## src/rtl/im_loader_pkg.sv

```systemverilog
// Shared types and constants for the instruction-memory loader.
package im_loader_pkg;

  typedef enum logic [1:0] {
    IDLE  = 2'd0,
    RECV  = 2'd1,
    WRITE = 2'd2,
    DONE  = 2'd3
  } ld_state_t;

  localparam int BYTES_PER_WORD = 4;
  localparam int WORD_W         = BYTES_PER_WORD * 8;
  localparam int IM_ADDR_W      = 13;

endpackage

```

## src/rtl/im_word_packer.sv

```systemverilog
// Big-endian byte-to-word shift register with a byte counter.
// Latency: word/full reflect the byte being shifted in this cycle.
// Backpressure: none; the caller gates shift_en with its own handshake.
module im_word_packer
  import im_loader_pkg::*;
(
  input  logic              clk,
  input  logic              rst,
  input  logic              clr,
  input  logic              shift_en,
  input  logic [7:0]        byte_in,
  output logic [WORD_W-1:0] word,
  output logic              full
);

  logic [WORD_W-1:0] sr;
  logic [1:0]        cnt;

  // word is the post-shift value so the owner can capture it on the completing edge
  assign word = shift_en ? {sr[WORD_W-9:0], byte_in} : sr;
  assign full = shift_en && (cnt == 2'(BYTES_PER_WORD - 1));

  always_ff @(posedge clk) begin
    if (rst || clr) begin
      sr  <= '0;
      cnt <= '0;
    end else if (shift_en) begin
      sr  <= word;
      cnt <= cnt + 2'd1;
    end
  end

endmodule

```

## src/rtl/im_loader.sv

```systemverilog
// Streams host bytes into consecutive IM words and holds the CPU while loading.
// Latency: im_we one cycle after the 4th byte handshake; one word per 5 cycles.
// Backpressure: byte_ready only in RECV; bytes in other states stay pending at the host.
module im_loader
  import im_loader_pkg::*;
#(
  parameter int ADDR_W = IM_ADDR_W,
  parameter int BASE   = 0,
  parameter int DEPTH  = 2 ** ADDR_W
) (
  input  logic              clk,
  input  logic              rst,
  input  logic              start,
  input  logic [ADDR_W:0]   len,
  input  logic              byte_valid,
  input  logic [7:0]        byte_data,
  output logic              byte_ready,
  output logic              im_we,
  output logic [ADDR_W-1:0] im_addr,
  output logic [WORD_W-1:0] im_wdata,
  output logic              busy,
  output logic              cpu_hold,
  output logic              done,
  output logic              err
);

  localparam int unsigned         MAX_LEN_I = DEPTH - BASE;
  localparam logic [ADDR_W:0]     MAX_LEN   = (ADDR_W + 1)'(MAX_LEN_I);
  localparam logic [ADDR_W-1:0]   BASE_A    = ADDR_W'(BASE);

  ld_state_t         state;
  logic [ADDR_W:0]   len_q;
  logic [ADDR_W-1:0] idx;
  logic              shift_en;
  logic              pk_clr;
  logic [WORD_W-1:0] pk_word;
  logic              pk_full;

  assign shift_en = byte_valid && byte_ready;
  assign pk_clr   = (state == IDLE);
  assign cpu_hold = busy;

  im_word_packer u_packer (
    .clk      (clk),
    .rst      (rst),
    .clr      (pk_clr),
    .shift_en (shift_en),
    .byte_in  (byte_data),
    .word     (pk_word),
    .full     (pk_full)
  );

  always_ff @(posedge clk) begin
    if (rst) begin
      state      <= IDLE;
      len_q      <= '0;
      idx        <= '0;
      byte_ready <= 1'b0;
      im_we      <= 1'b0;
      im_addr    <= '0;
      im_wdata   <= '0;
      busy       <= 1'b0;
      done       <= 1'b0;
      err        <= 1'b0;
    end else begin
      im_we <= 1'b0;
      done  <= 1'b0;
      err   <= 1'b0;
      unique case (state)
        IDLE: begin
          if (start) begin
            if (len == '0) begin
              state <= DONE;
              busy  <= 1'b1;
              done  <= 1'b1;
            end else if (len > MAX_LEN) begin
              err <= 1'b1;
            end else begin
              len_q      <= len;
              idx        <= '0;
              state      <= RECV;
              busy       <= 1'b1;
              byte_ready <= 1'b1;
            end
          end
        end
        RECV: begin
          if (pk_full) begin
            state      <= WRITE;
            byte_ready <= 1'b0;
            im_we      <= 1'b1;
            im_addr    <= BASE_A + idx;
            im_wdata   <= pk_word;
          end
        end
        WRITE: begin
          // len_q is at least 1 here, so len_q-1 cannot underflow
          if ({1'b0, idx} == len_q - (ADDR_W + 1)'(1)) begin
            state <= DONE;
            done  <= 1'b1;
          end else begin
            idx        <= idx + ADDR_W'(1);
            state      <= RECV;
            byte_ready <= 1'b1;
          end
        end
        DONE: begin
          state <= IDLE;
          busy  <= 1'b0;
        end
        default: begin
          state      <= IDLE;
          busy       <= 1'b0;
          byte_ready <= 1'b0;
        end
      endcase
    end
  end

endmodule
```

## config.mk

```make
export PLATFORM = sky130hd
export DESIGN_NAME = im_loader
export DESIGN_NICKNAME = d
export VERILOG_FILES = /design/src/rtl/im_loader_pkg.sv /design/src/rtl/im_word_packer.sv /design/src/rtl/im_loader.sv
export SDC_FILE = /design/constraint.sdc
export NUM_CORES = 1
export LEC_CHECK = 0
export ABC_AREA = 1
export CELL_PAD_IN_SITES_DETAIL_PLACEMENT = 1
export CELL_PAD_IN_SITES_GLOBAL_PLACEMENT = 1
export CORE_ASPECT_RATIO = 1.5
export CORE_MARGIN = 2
export CORE_UTILIZATION = 41
export CTS_BUF_LIST = sky130_fd_sc_hd__clkbuf_4
export DETAILED_ROUTE_END_ITERATION = 12
export PLACE_DENSITY = 0.83
export SLEW_MARGIN = 20
export SYNTH_ARGS = -nofsm -noshare
export SYNTH_HDL_FRONTEND = slang
export SYNTH_SLANG_ARGS = --single-unit
```

## constraint.sdc

```tcl
create_clock -name clk -period 2.55 [get_ports clk]
set_input_delay 0.51 -clock clk [delete_from_list [all_inputs] [get_ports clk]]
set_output_delay 0.51 -clock clk [all_outputs]
set_load 0.01 [all_outputs]
```

==> impl_metrics.toml <==
[floorplanning]
std_cell_rows = 50
die_y_um = 142
io_pins = 77
core_um2 = 12500
start_util_pct = 41.9
die_x_um = 96.3
die-area_um2 = 13700

[logic_synthesis]
synthDominantCellAreaShare_pct = 43.2
ys_warn_count = 0
synth.most_common_cell = "nor2_1"
synth_ff_type = "dfxtp_1"
ys_types = 36
syn_avg_cell_area_um2 = 7.56
synth_fp_nets = 727
seq_area_frac_synth_pct = 43.2
synth_top_area_cell = "dfxtp_1"
synthTopCellsByCount = "119 x nor2_1, 113 x dfxtp_1, 106 x nand2_1"
synth_area_leaders = "dfxtp_1 43%, nor2_1 8.5%, nand2_1 7.6%"
synth_edf_count = 0
ys_ff_latch = 113
netlist_instances = 693
async_reset_ff_share_pct = 0
syn_area_um2 = 5240

[setup_path]
critPathArrivalTime_ps = 2790
cp-start-kind = "flip-flop"
critical_path.max_fanout = 13
reg2regPathDepth = 15
r2r_setup_slack_ps = 180
cp.required_ps = 2970
r2r-start = "len_q[0]$_SDFFE_PP0P_"
r2r_end = "idx[1]$_SDFFE_PP0P_"
crit_type = "flip-flop to flip-flop"
critPathCaptureType = "flip-flop"

[sta]
hold_viol_final = 0
post-route-period-util_pct = 92.8
rsz0062_at_grt = "false"
worst_pin_slew_ps = 854
tns_ps = 0
clock_skew_ps = 15.3
post-route-min-period_ps = 2370
timing.fmax_mhz = 423
relSlewSlack_pct = 43.0
slew_viol_final = 0
setup_viol = 0

[job]
max-cap-violations = 0

[pwr]
peakVddDrop_mv = 0.381
power_density_nw_per_um2 = 759
cellLeakagePower_nw = 2.60

[clock_tree]
cts_tree = "built"
htreeDepth = 4
postCtsResizedCells = 0
cts_made_buffers = 17
clk_pin_slew_ps = 120
cts_setup_buffers = 0
postCtsHoldBufs = 0
clock_path_buffers = 2
cts_root_buffer = "clkbuf_4"
cts_sinks = 113
clk_latency_ps = 530

[layout]
fin_area_um2 = 6430
fillers = 1581
drive_gt1_share_pct = 11.2
nets = 797
area_growth_syn_to_layout_pct = 22.7

[route]
wl_um = 15600
route.met3.wl_um = 598
routedWlPerCell_um = 16.7
top_layer_used = "met4"
drtAntennaViolNets = 0
met2_length_um = 8620
vias = 4845
firstDrtPassIters = 4
wirelength_met1_um = 6030
drt_iter0_drc = 170
routed_via_density = 5.19
drc = 0

[place]
place_congestion = 0.837
numPortBuffers = 76
placed_cell_area_um2 = 6140
place_hpwl_um = 11300

[global_route]
grt_pass1_wl_um = 25400
grt_overflow = 0
antenna_found_initial = 1
grt_pass1_vias = 5185
grt.total_usage_pct = 24.2
grt_max_degree = 56

[min_path]
whs_endpoint = "idx[3]$_SDFFE_PP0P_"
min_path_type = "primary input to flip-flop"
min_from = "rst"
whs_path_depth = 3

[outcome]
status = "completed"
-- power by group --
part           switching (W)  leakage [nW]  internal [W]  total, W
registers           0.000109         0.914       0.00187   0.00198
clock network       0.000787         0.152      0.000608   0.00140
logic                0.00100          1.53      0.000510   0.00151
-- worst max-delay path: stages, from the launching register on --
cell and delay (ps):
dfxtp_1 380, inv_1 120, ha_1 320, inv_1 40, nand2_1 60, nand2_1 50
nor2_1 210, o21ai_1 140, inv_1 80, nand2_1 100, nor2_4 130, nand4_4 180
nand2_4 250, nand2_1 90, nand2_1 70, nor2_1 40
-- per-layer routing --
layer	up-vias	track usage (%)
met1	2348	25.4
li1	2377	-
met4	0	10.3
met5	-	0
met2	93	44.4
met3	27	6.09
-- layout make-up --
| class | instances | area [um^2] | share of cell area (%) |
|---|---|---|---|
| multi-input cells | 478 | 2570 | 40.0 |
| flip-flops and latches | 113 | 2260 | 35.2 |
| repair buffers | 87 | 863 | 13.4 |
| inverters | 66 | 248 | 3.85 |
| well taps | 156 | 195 | 3.03 |
| clock inverters | 14 | 154 | 2.39 |
| clock buffers | 18 | 135 | 2.10 |
| diodes | 1 | 2.50 | 0.0389 |
-- worst max-delay path by stage --
stage                          start                     to  slack, ps  cells past startpoint
3_5_place_dp                  len[2]  len_q[5]$_SDFFE_PP0P_        100                     10
4_1_cts        len_q[0]$_SDFFE_PP0P_    idx[1]$_SDFFE_PP0P_        190                     15
3_3_place_gp                  len[2]    idx[1]$_SDFFE_PP0P_        250                     11
5_1_grt        len_q[0]$_SDFFE_PP0P_    idx[2]$_SDFFE_PP0P_         30                     14
2_1_floorplan                 len[2]   idx[10]$_SDFFE_PP0P_        740                      9
6_report       len_q[0]$_SDFFE_PP0P_    idx[1]$_SDFFE_PP0P_        180                     15
-- registers in the layout (all words and copies together), names as in the netlist, 2 cells and up --
signal        count
len_q            14
u_packer.sr      32
im_addr          13
im_wdata         32
idx              13
u_packer.cnt      2
state             2
-- stage by stage --
stage	std cells	setup slack [ps]	total power (W)	util, %	hold WS [ps]
detailed placement	900	104	0.00352	49.1	488
global placement	900	253	0.00344	49.1	467
floorplan	693	737	0.00308	-	448
global route	933	33.9	0.00519	51.4	354
finish	933	183	0.00489	51.4	375
CTS	932	186	0.00493	51.4	322
-- layout by cell type (no fill, tap or decap), types with 5 or more instances in the layout --
cell | Yosys | routed
ha_1 | 8 | 8
buf_4 | 1 | 9
nand2_2 | 16 | 16
dfxtp_1 | 113 | 113
a211oi_1 | 32 | 32
clkdlybuf4s50_1 | 0 | 75
a21oi_1 | 30 | 30
mux2i_1 | 16 | 16
xor2_1 | 16 | 16
xnor2_1 | 6 | 6
inv_6 | 0 | 6
nand3_1 | 37 | 37
nor2_1 | 119 | 119
a21oi_2 | 10 | 10
nand2_1 | 106 | 106
nor3_1 | 9 | 9
clkbuf_4 | 0 | 18
o21ai_0 | 48 | 48
inv_1 | 63 | 63
nor2_4 | 4 | 5
-- cells by family after synthesis --
kind of cell | share of synthesized area (%)
DFF | 43.2
muxes | 3.05
and+or+nand+nor | 26.6
xor gates and xnor gates | 3.68
AOI/OAI and AO/OA | 13.8
adders and majority gates | 1.91
buffers and inverters | 7.85
(Power assumes the default switching activity.)
